$ cat src/rtl/uart_tx_frame_ctrl.sv
// rtl/uart_tx_frame_ctrl.sv - UART transmit frame sequencer; parity stage compiled in by UART_TX_PARITY_EN
module uart_tx_frame_ctrl #(
    parameter int CHAR_LENGTH = 8,
    parameter int DIV_WIDTH   = 16
) (
    input  logic                   clk,
    input  logic                   rst_n,
    input  logic [DIV_WIDTH-1:0]   cfg_baud_div,
    input  logic [3:0]             cfg_oversampling,
    input  logic [3:0]             cfg_uart_type,
    input  logic [1:0]             cfg_stop_bit,
    input  logic                   cfg_msb_first,
    input  logic                   cfg_parity_en,
    input  logic                   cfg_parity_type,
    input  logic                   tx_valid,
    output logic                   tx_ready,
    input  logic [CHAR_LENGTH-1:0] tx_data,
    output logic                   tx,
    output logic                   busy,
    output logic                   frame_done,
    output logic                   cfg_err
);

    typedef enum logic [2:0] {
        S_IDLE   = 3'd0,
        S_START  = 3'd1,
        S_DATA   = 3'd2,
`ifdef UART_TX_PARITY_EN
        S_PARITY = 3'd3,
`endif
        S_STOP   = 3'd4
    } state_e;

    state_e               state_q, state_d;
    logic [DIV_WIDTH-1:0] div_cnt_q, div_cnt_d;
    logic [4:0]           samp_cnt_q, samp_cnt_d;
    logic [3:0]           bit_cnt_q, bit_cnt_d;

    // Per-frame configuration captured on accept
    logic [DIV_WIDTH-1:0] div_q;
    logic [3:0]           os_q;
    logic [3:0]           n_q;
    logic [1:0]           stop_q;
    logic                 msb_q;
    logic [7:0]           data_q;
    logic                 cfg_err_q;
`ifdef UART_TX_PARITY_EN
    logic                 par_en_q;
    logic                 par_type_q;
    logic                 parity_bit;
`else
    logic                 unused_parity;
`endif

    logic                 accept;
    logic                 cfg_legal;
    logic [7:0]           char_mask;
    logic                 tick;
    logic [4:0]           stop_ticks;
    logic [4:0]           phase_len;
    logic                 phase_end;
    logic                 last_bit;
    logic [2:0]           bit_sel;

    assign accept    = (state_q == S_IDLE) && tx_valid;
    assign cfg_legal = (cfg_uart_type >= 4'd5) && (cfg_uart_type <= 4'd8)
                     && ((cfg_oversampling == 4'd2) || (cfg_oversampling == 4'd4)
                      || (cfg_oversampling == 4'd6) || (cfg_oversampling == 4'd8))
                     && (cfg_baud_div != '0);
    // Unused high data bits are zeroed so parity can reduce over the whole byte
    assign char_mask = 8'((9'd1 << cfg_uart_type) - 9'd1);

    assign tick      = (div_cnt_q == div_q - DIV_WIDTH'(1));
    assign phase_len = (state_q == S_STOP) ? stop_ticks : {1'b0, os_q};
    assign phase_end = tick && (samp_cnt_q == phase_len - 5'd1);
    assign last_bit  = (bit_cnt_q == n_q - 4'd1);
    assign bit_sel   = msb_q ? 3'(n_q - 4'd1 - bit_cnt_q) : bit_cnt_q[2:0];

`ifdef UART_TX_PARITY_EN
    assign parity_bit = (^data_q) ^ par_type_q;
`else
    assign unused_parity = cfg_parity_en ^ cfg_parity_type;
`endif

    // Stop phase length in oversample ticks: 1, 1.5 or 2 bits
    always_comb begin
        case (stop_q)
            2'd0:    stop_ticks = {1'b0, os_q} + {2'b00, os_q[3:1]};
            2'd2:    stop_ticks = {os_q, 1'b0};
            default: stop_ticks = {1'b0, os_q};
        endcase
    end

    // State register
    always_ff @(posedge clk or negedge rst_n) begin
        if (!rst_n) begin
            state_q <= S_IDLE;
        end else begin
            state_q <= state_d;
        end
    end

    // Next-state logic: each non-idle phase ends on its last oversample tick
    always_comb begin
        state_d = state_q;
        case (state_q)
            S_IDLE:   if (accept && cfg_legal) state_d = S_START;
            S_START:  if (phase_end) state_d = S_DATA;
`ifdef UART_TX_PARITY_EN
            S_DATA:   if (phase_end && last_bit) state_d = par_en_q ? S_PARITY : S_STOP;
            S_PARITY: if (phase_end) state_d = S_STOP;
`else
            S_DATA:   if (phase_end && last_bit) state_d = S_STOP;
`endif
            S_STOP:   if (phase_end) state_d = S_IDLE;
            default:  state_d = S_IDLE;
        endcase
    end

    // Output decode from the current state and tick position
    always_comb begin
        tx         = 1'b1;
        tx_ready   = 1'b0;
        busy       = 1'b1;
        frame_done = 1'b0;
        case (state_q)
            S_IDLE: begin
                tx_ready = 1'b1;
                busy     = 1'b0;
            end
            S_START:  tx = 1'b0;
            S_DATA:   tx = data_q[bit_sel];
`ifdef UART_TX_PARITY_EN
            S_PARITY: tx = parity_bit;
`endif
            S_STOP:   frame_done = phase_end;
            default:  busy = 1'b0;
        endcase
    end

    // Tick chain and bit counter; everything sits at zero while idle
    always_comb begin
        div_cnt_d  = div_cnt_q;
        samp_cnt_d = samp_cnt_q;
        bit_cnt_d  = bit_cnt_q;
        if (state_q == S_IDLE) begin
            div_cnt_d  = '0;
            samp_cnt_d = '0;
            bit_cnt_d  = '0;
        end else begin
            div_cnt_d = tick ? '0 : div_cnt_q + DIV_WIDTH'(1);
            if (tick) begin
                samp_cnt_d = phase_end ? 5'd0 : samp_cnt_q + 5'd1;
            end
            if ((state_q == S_DATA) && phase_end) begin
                bit_cnt_d = last_bit ? 4'd0 : bit_cnt_q + 4'd1;
            end
        end
    end

    // Counter registers
    always_ff @(posedge clk or negedge rst_n) begin
        if (!rst_n) begin
            div_cnt_q  <= '0;
            samp_cnt_q <= '0;
            bit_cnt_q  <= '0;
        end else begin
            div_cnt_q  <= div_cnt_d;
            samp_cnt_q <= samp_cnt_d;
            bit_cnt_q  <= bit_cnt_d;
        end
    end

    // Capture character and configuration on accept; flag dropped characters
    always_ff @(posedge clk or negedge rst_n) begin
        if (!rst_n) begin
            div_q      <= '0;
            os_q       <= '0;
            n_q        <= '0;
            stop_q     <= '0;
            msb_q      <= 1'b0;
            data_q     <= '0;
            cfg_err_q  <= 1'b0;
`ifdef UART_TX_PARITY_EN
            par_en_q   <= 1'b0;
            par_type_q <= 1'b0;
`endif
        end else begin
            cfg_err_q <= accept && !cfg_legal;
            if (accept) begin
                div_q      <= cfg_baud_div;
                os_q       <= cfg_oversampling;
                n_q        <= cfg_uart_type;
                stop_q     <= cfg_stop_bit;
                msb_q      <= cfg_msb_first;
                data_q     <= 8'(tx_data) & char_mask;
`ifdef UART_TX_PARITY_EN
                par_en_q   <= cfg_parity_en;
                par_type_q <= cfg_parity_type;
`endif
            end
        end
    end

    assign cfg_err = cfg_err_q;

endmodule

$ cat config.mk
export PLATFORM = sky130hd
export DESIGN_NAME = uart_tx_frame_ctrl
export DESIGN_NICKNAME = d
export VERILOG_FILES = /design/src/rtl/uart_tx_frame_ctrl.sv
export SDC_FILE = /design/constraint.sdc
export NUM_CORES = 1
export LEC_CHECK = 0
export ABC_AREA = 1
export BUFFER_PORTS_ARGS = -buffer_cell sky130_fd_sc_hd__buf_2
export CAP_MARGIN = 20
export CORE_MARGIN = 2
export CORE_UTILIZATION = 54
export CTS_CLUSTER_DIAMETER = 120
export CTS_CLUSTER_SIZE = 24
export DETAILED_ROUTE_END_ITERATION = 16
export PLACE_DENSITY = 0.74
export REMOVE_ABC_BUFFERS = 1
export SETUP_SLACK_MARGIN = 0.1
export SYNTH_ARGS = -nofsm -noshare
export SYNTH_HDL_FRONTEND = slang
export SYNTH_SLANG_ARGS = --single-unit
export TNS_END_PERCENT = 20
$ cat constraint.sdc
create_clock -name clk -period 2.7 [get_ports clk]
set_clock_uncertainty 0.1 [all_clocks]
set_input_delay 0.405 -clock clk [delete_from_list [all_inputs] [get_ports clk]]
set_output_delay 0.405 -clock clk [all_outputs]
set_load 0.03 [all_outputs]
==> out/metrics.csv <==
metric,value,unit
Worst R2R Setup Slack,-410,ps
die height,95.94,µm
total core area,8217,µm²
leakage power,2.846,nW
Die W,95.94,µm
FF+latch area,1602,µm²
"Clk Latency, worst-skew pair",350,ps
CTS buffer count,9,
CTS root buf,clkbuf_8,
worst min-delay path startpoint,cfg_baud_div[9],
Synth top area share,0.3509,
RSZ-0062 raised after global routing,yes,
initial antenna violation count,0,
VDD IR max,0.5817,mV
1st-iter DRT viols,251,
Critical Setup Path Class,flip-flop to output port,
IO buf count,42,
Worst EP required,2190,ps
DP Worst Slack,-297.0,ps
min Tclk post-route,3378,ps
# clock sinks,64,
fin. max-slew vios,0,
synthesized cell area,4564,µm²
Yosys cell types,37,
Tot Pwr,0.006415,W
power per cell area,1133,nW/µm²
status,finished with violations,
Syn Inst Count,674,
fin worst setup slack,-678.0,ps
flip-flop and latch count after synthesis,64,
Post-Syn Area per Cell,6.772,µm²
Worst R2R Path Depth,22,
Final Cycle Share,1.251,
Final Setup Violations,14,
Min-Delay Path Class,input pin to flip-flop,
row cnt,33,
largest cells by area after synthesis,"dfrtp_1 (35%), nand2_1 (18%), inv_1 (7.2%)",
Max Cap Violations,0,
Ys Warns,0,
Hold Fails Final Rpt,0,
via count,4578,
actual slew at the worst max-slew pin,635.1,ps
Fill cells,705,
die area,9204,µm²
Vias/cell,5.244,
cell taking the most area after synthesis,dfrtp_1,
hold_ws,163.1,ps
CP arrival,2870,ps
Post-DRT Antenna Nets,0,
io pins,45,
DPL Wire Length,8557,µm
largest net degree at the start of global routing,41,
H-Tree Level Count,3,
Worst Path Max Fanout,2,
Multi-input gate area,2741,µm²
Max Clock Freq,0.2960,GHz
layout cell share with drive strength beyond 1,0.2214,
vias in the first global route,4256,
hold endpoint,div_q[9],
CTS tree,yes,
post-DR wirelength/cell,13.30,µm
cell depth of the worst hold path,3,
RePlAce Congestion,0.9433,
DRT Pass-1 Iters,5,
final total negative setup slack,-4299,ps
sequential-to-total area share from yosys stat,0.3509,
Inserted Diodes,0,
grt total ovfl,0,
CP Capture Type,output port,
"commonest non-fill, non-tap cell in the layout",nand2_1,
Initial Util,0.5555,
first-pass GRT wire length,19040,µm
Worst R2R End,bit_cnt_q[3],
"commonest non-fill, non-tap cells in the layout","nand2_1 (214), inv_1 (81), nor2_1 (66)",
NumNets Final,818,
WL final,11610,µm
DRC,0,
gr usage total,0.2658,
violated checks,negative setup slack,
Reg2Reg Launch Point,os_q[1],
slew margin rel.,0.5727,
Startpoint Class,flip-flop,
clk buf depth,2,
synth-to-layout area growth,24.01,%
"CTS clk-pin slew, worst paths",80,ps
## flip-flops by register name (all words and copies together) (netlist names)
register / cells
div_cnt_q: 16
msb_q: 1
os_q: 4
cfg_err: 1
stop_q: 2
div_q: 16
n_q: 4
state_q: 3
samp_cnt_q: 5
data_q: 8
bit_cnt_q: 4
## critical path, stage by stage, from the launching register on
cell and delay (ps):
dfrtp_1 400, ha_2 200, inv_2 50, fa_2 430, nand2_2 110, nand3_4 80
ha_4 280, xor2_2 150, nand2_1 80, nor2_2 120, nand2_1 100, nor2_2 130
nand4_2 100, nor2_1 130, buf_4 180
## layout make-up
type                            count  share of cell area
Clock inverter                      7             0.01680
Tap cell                          105             0.02321
Sequential cell                    64              0.2829
Inverter                           91             0.06034
Multi-Input combinational cell    509              0.4843
Timing Repair Buffer               88              0.1105
Clock buffer                        9             0.02188
## per-stage QoR
step,std cells,area (µm²),utilization
finish,873,5660,0.6889
global route,873,5660,0.6889
CTS,867,5465,0.6651
detailed placement,845,5121,0.6233
global placement,845,5121,0.6233
floorplan,664,4512,-
## worst max-delay path by stage
stage,from,endpoint
floorplan,os_q[0],frame_done
global placement,os_q[0],frame_done
detailed placement,os_q[0],frame_done
CTS,os_q[0],frame_done
global route,os_q[1],frame_done
finish,os_q[1],frame_done
## cells by family after synthesis
group	after synthesis	share of synthesized area
and+or+nand+nor	407	0.3994
xor gates and xnor gates	23	0.04413
adders and majority gates	15	0.04441
DFF	64	0.3509
buffers and inverters	101	0.08635
AOI/OAI and AO/OA	64	0.07484
## synth_stat cells
master	instances
a31oi_1	1
nand3b_1	3
dfrtp_1	64
o22ai_1	1
o21ai_0	45
nor2_1	66
nand4_1	12
o2111ai_1	1
buf_6	1
nand2_2	3
a21boi_0	1
o211ai_1	2
and2_4	1
nor2_4	6
clkbuf_1	3
nand3_1	54
o32ai_1	1
o21ai_1	3
nand4_2	2
inv_1	87
nand2_4	3
xnor2_1	12
a21oi_1	8
xor2_1	11
ha_1	13
or2_2	1
nor3_2	1
fa_1	2
nor3_1	13
nor4_2	1
nor4_1	6
nor2_2	15
inv_2	4
nand2_1	219
and3_1	1
buf_2	6
a41oi_1	1
## power by group
| group | switching (W) | total (W) | internal (W) |
|---|---|---|---|
| combinational | 0.00234 | 0.00396 | 0.00163 |
| clock | 0.000398 | 0.000919 | 0.000521 |
| sequential | 0.000284 | 0.00153 | 0.00125 |
| total | 0.00302 | 0.00642 | 0.00340 |
## metal layers
layer	wire length, µm	up-vias	GRT usage
li1	-	2331	-
met1	5245	2100	0.3698
met2	5503	116	0.4172
met3	583	31	0.04620
met4	281	0	0.09643
met5	0	-	0
## repair_timing
item,CTS,global route
setup endpoints to repair,13,15
resized for setup,23,38
buffers inserted,5,12
pin swaps,12,13
hold endpoints to repair,24,0
hold buffers,1,0
No activity file was read; power rests on OpenSTA's default activity.
